$ cat config.mk
export PLATFORM = sky130hd
export DESIGN_NAME = pal_cfg_loader
export DESIGN_NICKNAME = d
export VERILOG_FILES = /design/src/rtl/pal_cfg_loader.sv
export SDC_FILE = /design/constraint.sdc
export NUM_CORES = 1
export LEC_CHECK = 0
export CAP_MARGIN = 5
export CORE_UTILIZATION = 42
export CTS_CLUSTER_SIZE = 12
export DETAILED_ROUTE_END_ITERATION = 8
export PLACE_DENSITY = 0.7
export SYNTH_ARGS = -nofsm -noshare
export SYNTH_HDL_FRONTEND = slang
export SYNTH_SLANG_ARGS = --single-unit
$ cat constraint.sdc
create_clock -name clk -period 1.9 [get_ports clk]
set_input_delay 0.285 -clock clk [delete_from_list [all_inputs] [get_ports clk]]
set_output_delay 0.285 -clock clk [all_outputs]
set_load 0.01 [all_outputs]
$ cat src/rtl/pal_cfg_loader.sv
// Serial loader for the PAL AND/OR planes: shift into a shadow, reject terms selecting both polarities of an input, commit atomically.
// Latency: CFG_LEN accepted bits, then NUM_TERMS check cycles and one commit cycle; done and new planes appear the cycle after commit.
// Backpressure: cfg_ready is high only while shifting; each cycle without cfg_valid there stretches the load by one cycle.
module pal_cfg_loader #(
    parameter int NUM_INPUTS  = 4,
    parameter int NUM_TERMS   = 4,
    parameter int NUM_OUTPUTS = 2,
    localparam int LIT_W      = 2 * NUM_INPUTS,
    localparam int AND_LEN    = NUM_TERMS * LIT_W,
    localparam int OR_LEN     = NUM_OUTPUTS * NUM_TERMS,
    localparam int CFG_LEN    = AND_LEN + OR_LEN,
    localparam int TERM_W     = (NUM_TERMS > 1) ? $clog2(NUM_TERMS) : 1
) (
    input  logic               clk,
    input  logic               rst_n,
    input  logic               cfg_start,
    input  logic               cfg_bit,
    input  logic               cfg_valid,
    output logic               cfg_ready,
    output logic               busy,
    output logic               done,
    output logic               err,
    output logic [TERM_W-1:0]  err_term,
    output logic               cfg_active,
    output logic [AND_LEN-1:0] and_plane_cfg,
    output logic [OR_LEN-1:0]  or_plane_cfg
);

    localparam int CNT_W = $clog2(CFG_LEN + 1);
    localparam logic [CNT_W-1:0]  CNT_LAST  = CNT_W'(CFG_LEN - 1);
    localparam logic [TERM_W-1:0] TERM_LAST = TERM_W'(NUM_TERMS - 1);

    typedef enum logic [1:0] {
        IDLE   = 2'd0,
        SHIFT  = 2'd1,
        CHECK  = 2'd2,
        COMMIT = 2'd3
    } state_t;

    state_t             state;
    state_t             state_nxt;
    logic [CFG_LEN-1:0] shadow;
    logic [CNT_W-1:0]   bit_cnt;
    logic [TERM_W-1:0]  term_idx;
    logic [LIT_W-1:0]   term_bits;
    logic               conflict;
    logic               load_clr;
    logic               shift_en;
    logic               check_fail;
    logic               commit;

    // Pick the AND-plane term under inspection and flag any input whose true and inverted literals are both selected.
    always_comb begin
        term_bits = LIT_W'(shadow[CFG_LEN-1:OR_LEN] >> (int'(term_idx) * LIT_W));
        conflict  = 1'b0;
        for (int i = 0; i < NUM_INPUTS; i++) begin
            conflict = conflict | (term_bits[2*i] & term_bits[2*i+1]);
        end
    end

    // Next-state and control strobes; a start request outranks an offered bit while shifting.
    always_comb begin
        state_nxt  = state;
        load_clr   = 1'b0;
        shift_en   = 1'b0;
        check_fail = 1'b0;
        commit     = 1'b0;
        case (state)
            IDLE: begin
                if (cfg_start) begin
                    load_clr  = 1'b1;
                    state_nxt = SHIFT;
                end
            end
            SHIFT: begin
                if (cfg_start) begin
                    load_clr = 1'b1;
                end else if (cfg_valid) begin
                    shift_en = 1'b1;
                    if (bit_cnt == CNT_LAST) begin
                        state_nxt = CHECK;
                    end
                end
            end
            CHECK: begin
                if (conflict) begin
                    check_fail = 1'b1;
                    state_nxt  = IDLE;
                end else if (term_idx == TERM_LAST) begin
                    state_nxt = COMMIT;
                end
            end
            COMMIT: begin
                commit    = 1'b1;
                state_nxt = IDLE;
            end
            default: state_nxt = IDLE;
        endcase
    end

    // State register.
    always_ff @(posedge clk) begin
        if (!rst_n) begin
            state <= IDLE;
        end else begin
            state <= state_nxt;
        end
    end

    // Handshake and busy flags are registered from the next state so they track the state register exactly.
    always_ff @(posedge clk) begin
        if (!rst_n) begin
            cfg_ready <= 1'b0;
            busy      <= 1'b0;
        end else begin
            cfg_ready <= (state_nxt == SHIFT);
            busy      <= (state_nxt != IDLE);
        end
    end

    // Shadow shift register and accepted-bit counter; the first bit received ends up in the MSB.
    always_ff @(posedge clk) begin
        if (!rst_n) begin
            shadow  <= '0;
            bit_cnt <= '0;
        end else if (load_clr) begin
            shadow  <= '0;
            bit_cnt <= '0;
        end else if (shift_en) begin
            shadow  <= {shadow[CFG_LEN-2:0], cfg_bit};
            bit_cnt <= bit_cnt + 1'b1;
        end
    end

    // Term index walks one term per check cycle and rests at zero otherwise.
    always_ff @(posedge clk) begin
        if (!rst_n) begin
            term_idx <= '0;
        end else if (state == CHECK) begin
            term_idx <= term_idx + 1'b1;
        end else begin
            term_idx <= '0;
        end
    end

    // Sticky rejection status, cleared when a new load begins.
    always_ff @(posedge clk) begin
        if (!rst_n) begin
            err      <= 1'b0;
            err_term <= '0;
        end else if (load_clr) begin
            err      <= 1'b0;
            err_term <= '0;
        end else if (check_fail) begin
            err      <= 1'b1;
            err_term <= term_idx;
        end
    end

    // Active planes change only on a clean commit, all bits at once.
    always_ff @(posedge clk) begin
        if (!rst_n) begin
            done          <= 1'b0;
            cfg_active    <= 1'b0;
            and_plane_cfg <= '0;
            or_plane_cfg  <= '0;
        end else begin
            done <= commit;
            if (commit) begin
                cfg_active    <= 1'b1;
                and_plane_cfg <= shadow[CFG_LEN-1:OR_LEN];
                or_plane_cfg  <= shadow[OR_LEN-1:0];
            end
        end
    end

endmodule

# [Word level (Yosys, flattened, before mapping)]
# Index checks and enable logic that the tools add are counted.
[classes] bitwise_logic=8 addsub=2 n_eq_ne=6 n_reduce_logical=5 n_mux=15 shifts=1
[ops] op=">> shifter 32 x 5 -> 8 bit" n=1
[ops] op="two-way mux 2 bit" n=6
[ops] op="two-way mux 1 bit" n=8
[ops] op="case mux 2 bit (4 select lines)" n=1
[ops] op="adder 6 x 1 -> 6 bit (second input constant)" n=1
[ops] op="equality test 2 bit (second input constant)" n=3
[ops] op="equality test 6 bit (second input constant)" n=1
[ops] op="bitwise AND 1 bit" n=4
[ops] op="equality test 2 x 1 -> 1 bit (second input constant)" n=2
[ops] op="OR reduction 2 bit" n=2
[ops] op="OR 1 bit" n=3
[ops] op="adder 2 x 1 -> 2 bit (second input constant)" n=1
[ops] op="logical NOT 2 bit" n=1
[ops] op="AND reduction 2 bit" n=1
[ops] op="nonzero test 2 bit" n=1
[ops] op="inverter 1 bit" n=1
[word_totals] inputBits=5 output_inout_bits=47 word_cells=49 reg_bits=97

# [Depth between registers and ports, before layout]
[logic_depth] ltp_word=8 ltp_mapped=6 mapped_depth_nobuf=5

# [Worst setup path before layout]
# OpenSTA, ideal clock, no wires.
[synth_timing] path_type="reg-to-reg" from="register state[1]" to="register bit_cnt[5]" period_less_slack_ns=1.431 setup_slack_ns=0.469 arrival_time_ns=1.362 setup_ns=0.070 n_path_buf=2 t_required_ns=1.830 path_stages_with_launch=7 cell_sequence="dfxtp_1 -> buf_6 -> and4bb_1 -> buf_6 -> nand4_4 -> or3_1 -> a21oi_1"
[synth_via] elab_chain_cells=4 elab_cells_between_ends=6 classes_between="eq/ne: 1; mux: 2; reduce/logical: 3"
[synth_rtl] item="start, declared" line_no="40" source="state_t state;"
[synth_rtl] item="start signal, assigned" line_no="106" source="state <= state_nxt;"
[synth_rtl] item="equality test 2 x 1 -> 1 bit / logical NOT 2 bit (equally long branches)" line_no="68" source="case (state)"
[synth_rtl] item="OR reduction 2 bit (no line)"
[synth_rtl] item="two-way mux 1 bit"
[synth_rtl] item="OR reduction 2 bit (no line)"
[synth_rtl] item="end signal, assigned" line_no="131" source="bit_cnt <= bit_cnt + 1'b1;"
[synth_rtl] item="end, declared" line_no="43" source="logic [CNT_W-1:0] bit_cnt;"
# Several ways; a longest one is shown, not always the timed one.
# A chain may end at the register's enable or synchronous reset.

# [Worst setup path in the final report]
[layout_timing] from="register err_term[1]" to="output port err_term[1]"
[layout_rtl] item="start, declared" line_no="23" source="output logic [TERM_W-1:0] err_term,"
[layout_rtl] item="start signal, assigned" line_no="156" source="err_term <= term_idx;"
# No word-level cell between the ends.

==> summary.md <==
| Metric | Value |
|---|---|
| Status | `completed` |
| Synth Area per Inst | `around 8 um^2` |
| Routing usage on met3 | `0.0316` |
| Hold_buf cts | `0` |
| RSZ-0062 raised after global routing | `false` |
| DRC viols | `0` |
| Final #Nets | `497` |
| Row count | `33` |
| CTS H-tree depth | `3` |
| CP required | `~1.6 ns` |
| WS Path Type | `register to output port` |
| Largest net degree at the start of global routing | `42` |
| Routed Antenna Nets | `0` |
| Critical Path Fanout Max | `3` |
| Die W | `around 94 um` |
| Placer Congestion | `0.780` |
| Post_cts resized | `0` |
| Most common cell after layout, fill and taps aside | `nand2_1` |
| Setup repair bufs after CTS | `0` |
| Slowest stage cell, crit path | `clkdlybuf4s50_1` |
| # port buffers | `~50` |
| Fin crit share | `0.833` |
| Core region area | `between 8000 and 9000 um^2` |
| Power, Total | `~3.4 mW` |
| Vias in the first global route | `roughly 2800` |
| Top delay family on crit path | `buffers and inverters` |
| Hold/Removal Path Class | `register to register` |
| Slew @ Worst Pin | `roughly 0.40 ns` |
| #FFs+latches synth | `97` |
| Ant. Diodes | `0` |
| Fin Setup TNS | `0 ns` |
| Kind of end point of the critical path | `output port` |
| Max rail drop VDD | `~440 uV` |
| Clock Sinks | `a little under 100` |
| Area of the die | `between 8000 and 9000 um^2` |
| Worst-case clock buffer depth | `2` |
| Global route total overflow | `0` |
| Slowest stage delay, CP | `around 0.55 ns` |
| Max cap viols | `0` |
| Final Hold Viols | `0` |
| DR pass1 iterations | `4` |
| Initial antenna violation count | `0` |
| Slew headroom | `0.733` |
| Initial Util | `0.434` |
| Mapped Cells | `about 450` |
| GRT Resource Usage Total | `0.176` |
| CP Buf/Inv Count | `1` |
| Syn Nets | `between 400 and 500` |
| Clock latency on the worst-skew pair | `~0.36 ns` |
| Crit path DAT | `1.30 ns` |
| Sequential fraction of the synthesis area | `0.548` |
| Post-synth ARST share | `0` |
| Post-DP HPWL | `approximately 5 mm` |
| Unique masters post-synth | `33` |
| Slew Limit Fails | `0` |
| CTS root buf | `clkbuf_8` |
| Number of synthesized flops with an enable pin | `0` |
| Commonest cells after routing, fill and taps aside | `171 x nand2_1, 97 x dfxtp_1, 87 x a21oi_1, 51 x clkdlybuf4s50_1, 13 x nor2_1` |
| Vias/cell | `~5` |
| Clk slew on worst S/H paths | `~0.090 ns` |
| P_leak | `1.42 nW` |
| Met2 Use GR | `0.288` |
| Crit-path cells | `clkdlybuf4s50_1` |
| First-pass GRT wire length | `around 12 mm` |
| Routed wire length | `slightly above 7 mm` |
| Ys Warns | `0` |
| Synthesized area | `3550 um^2` |
| Final Skew | `0.0108 ns` |
| Io pins | `52` |
| Via Count | `2969` |
| GR Util met1 | `0.217` |
| Ys flop type | `dfxtp_1` |
| Syn-to-layout area delta | `23.2%` |
| CTS tree | `built` |
| Wire per inst | `11.9 um` |
| Most Crowded Layer GR | `met2` |
| Minimum clock period | `around 1.6 ns` |
| Initial DRC count | `150` |
| Chip height | `around 94 um` |
| Final setup vio count | `0` |
| CTS buffer count | `9` |
| Share of cells above drive strength 1 | `0.0628` |
| CP startpoint kind | `register` |
| Highest clock rate | `approximately 630 MHz` |
| Power Density | `767 nW/um^2` |
==> Yosys cell counts (2+ instances only) <==
master / count / area (um^2)
clkbuf_1: 25 / 93.8
and2_1: 2 / 12.5
ha_1: 2 / 25.0
o21ai_0: 7 / 35.0
nand3_1: 3 / 15.0
xor2_1: 3 / 26.3
or3_1: 2 / 12.5
dfxtp_1: 97 / 1940
inv_1: 2 / 7.51
a21oi_1: 87 / 435
nand2_1: 171 / 642
buf_2: 2 / 10.0
buf_6: 2 / 22.5
a22oi_1: 8 / 60.1
o32ai_1: 2 / 17.5
nor2_1: 13 / 48.8
==> cell families after synthesis <==
kind of cell / count (synthesis) / share of synthesized area
compound gates: 108 / 0.163
buf+inv: 33 / 0.0402
fa+ha+maj: 2 / 0.00706
mux: 1 / 0.00282
simple gates: 200 / 0.229
flops: 97 / 0.548
xor+xnor: 4 / 0.00988
==> metal layers <==
layer	vias up	wire, um	part of all wire
met5	-	0	0
met4	0	173	0.024
met3	14	239	0.034
met2	48	3330	0.47
met1	1362	3380	0.47
li1	1545	-	-
==> area by class of cell <==
| type | instances | area (um^2) |
|---|---|---|
| tap | 105 | 131 |
| clock buffer | 11 | 151 |
| sequential | 97 | 1940 |
| multi-input combinational | 315 | 1470 |
| clock inverter | 4 | 27.5 |
| inverter | 3 | 11.3 |
| fill | 781 | 3810 |
| timing repair buffer | 64 | 633 |
==> registers in the layout (all words and copies together) (netlist names) <==
name and flops:
state 2, err_term 2, err 1, cfg_active 1
term_idx 2, cfg_ready 1, done 1, bit_cnt 6
busy 1, or_plane_cfg 8, and_plane_cfg 32, shadow 40
==> power by group <==
group	switching [mW]	total (mW)	internal, mW	leakage, nW
clock	0.673	1.22	0.543	0.0956
combinational	0.0625	0.0971	0.0346	0.545
sequential	0.00418	2.04	2.04	0.782
total	0.739	3.35	2.61	1.42
==> stage by stage <==
stage | hold WS (ns) | cells | utilization | worst slack, ns | area (um^2)
after floorplan | 0.415 | 445 | - | 0.469 | 3550
final | 0.455 | 599 | 0.534 | 0.318 | 4370
after global routing | 0.477 | 599 | 0.534 | 0.254 | 4370
after global placement | 0.442 | 584 | 0.513 | 0.100 | 4190
after CTS | 0.459 | 599 | 0.534 | 0.295 | 4370
after detailed placement | 0.446 | 584 | 0.513 | 0.0252 | 4190
==> final timing paths <==
kind                         from               to  slack [ns]  cells after the start
setup / recovery      err_term[1]      err_term[1]        0.32                      1
hold / removal    or_plane_cfg[5]  or_plane_cfg[5]        0.46                      2
setup reg to reg         state[1]       bit_cnt[4]        0.32                      5
hold reg to reg   or_plane_cfg[5]  or_plane_cfg[5]        0.46                      2
No activity file was read; power rests on OpenSTA's default activity.
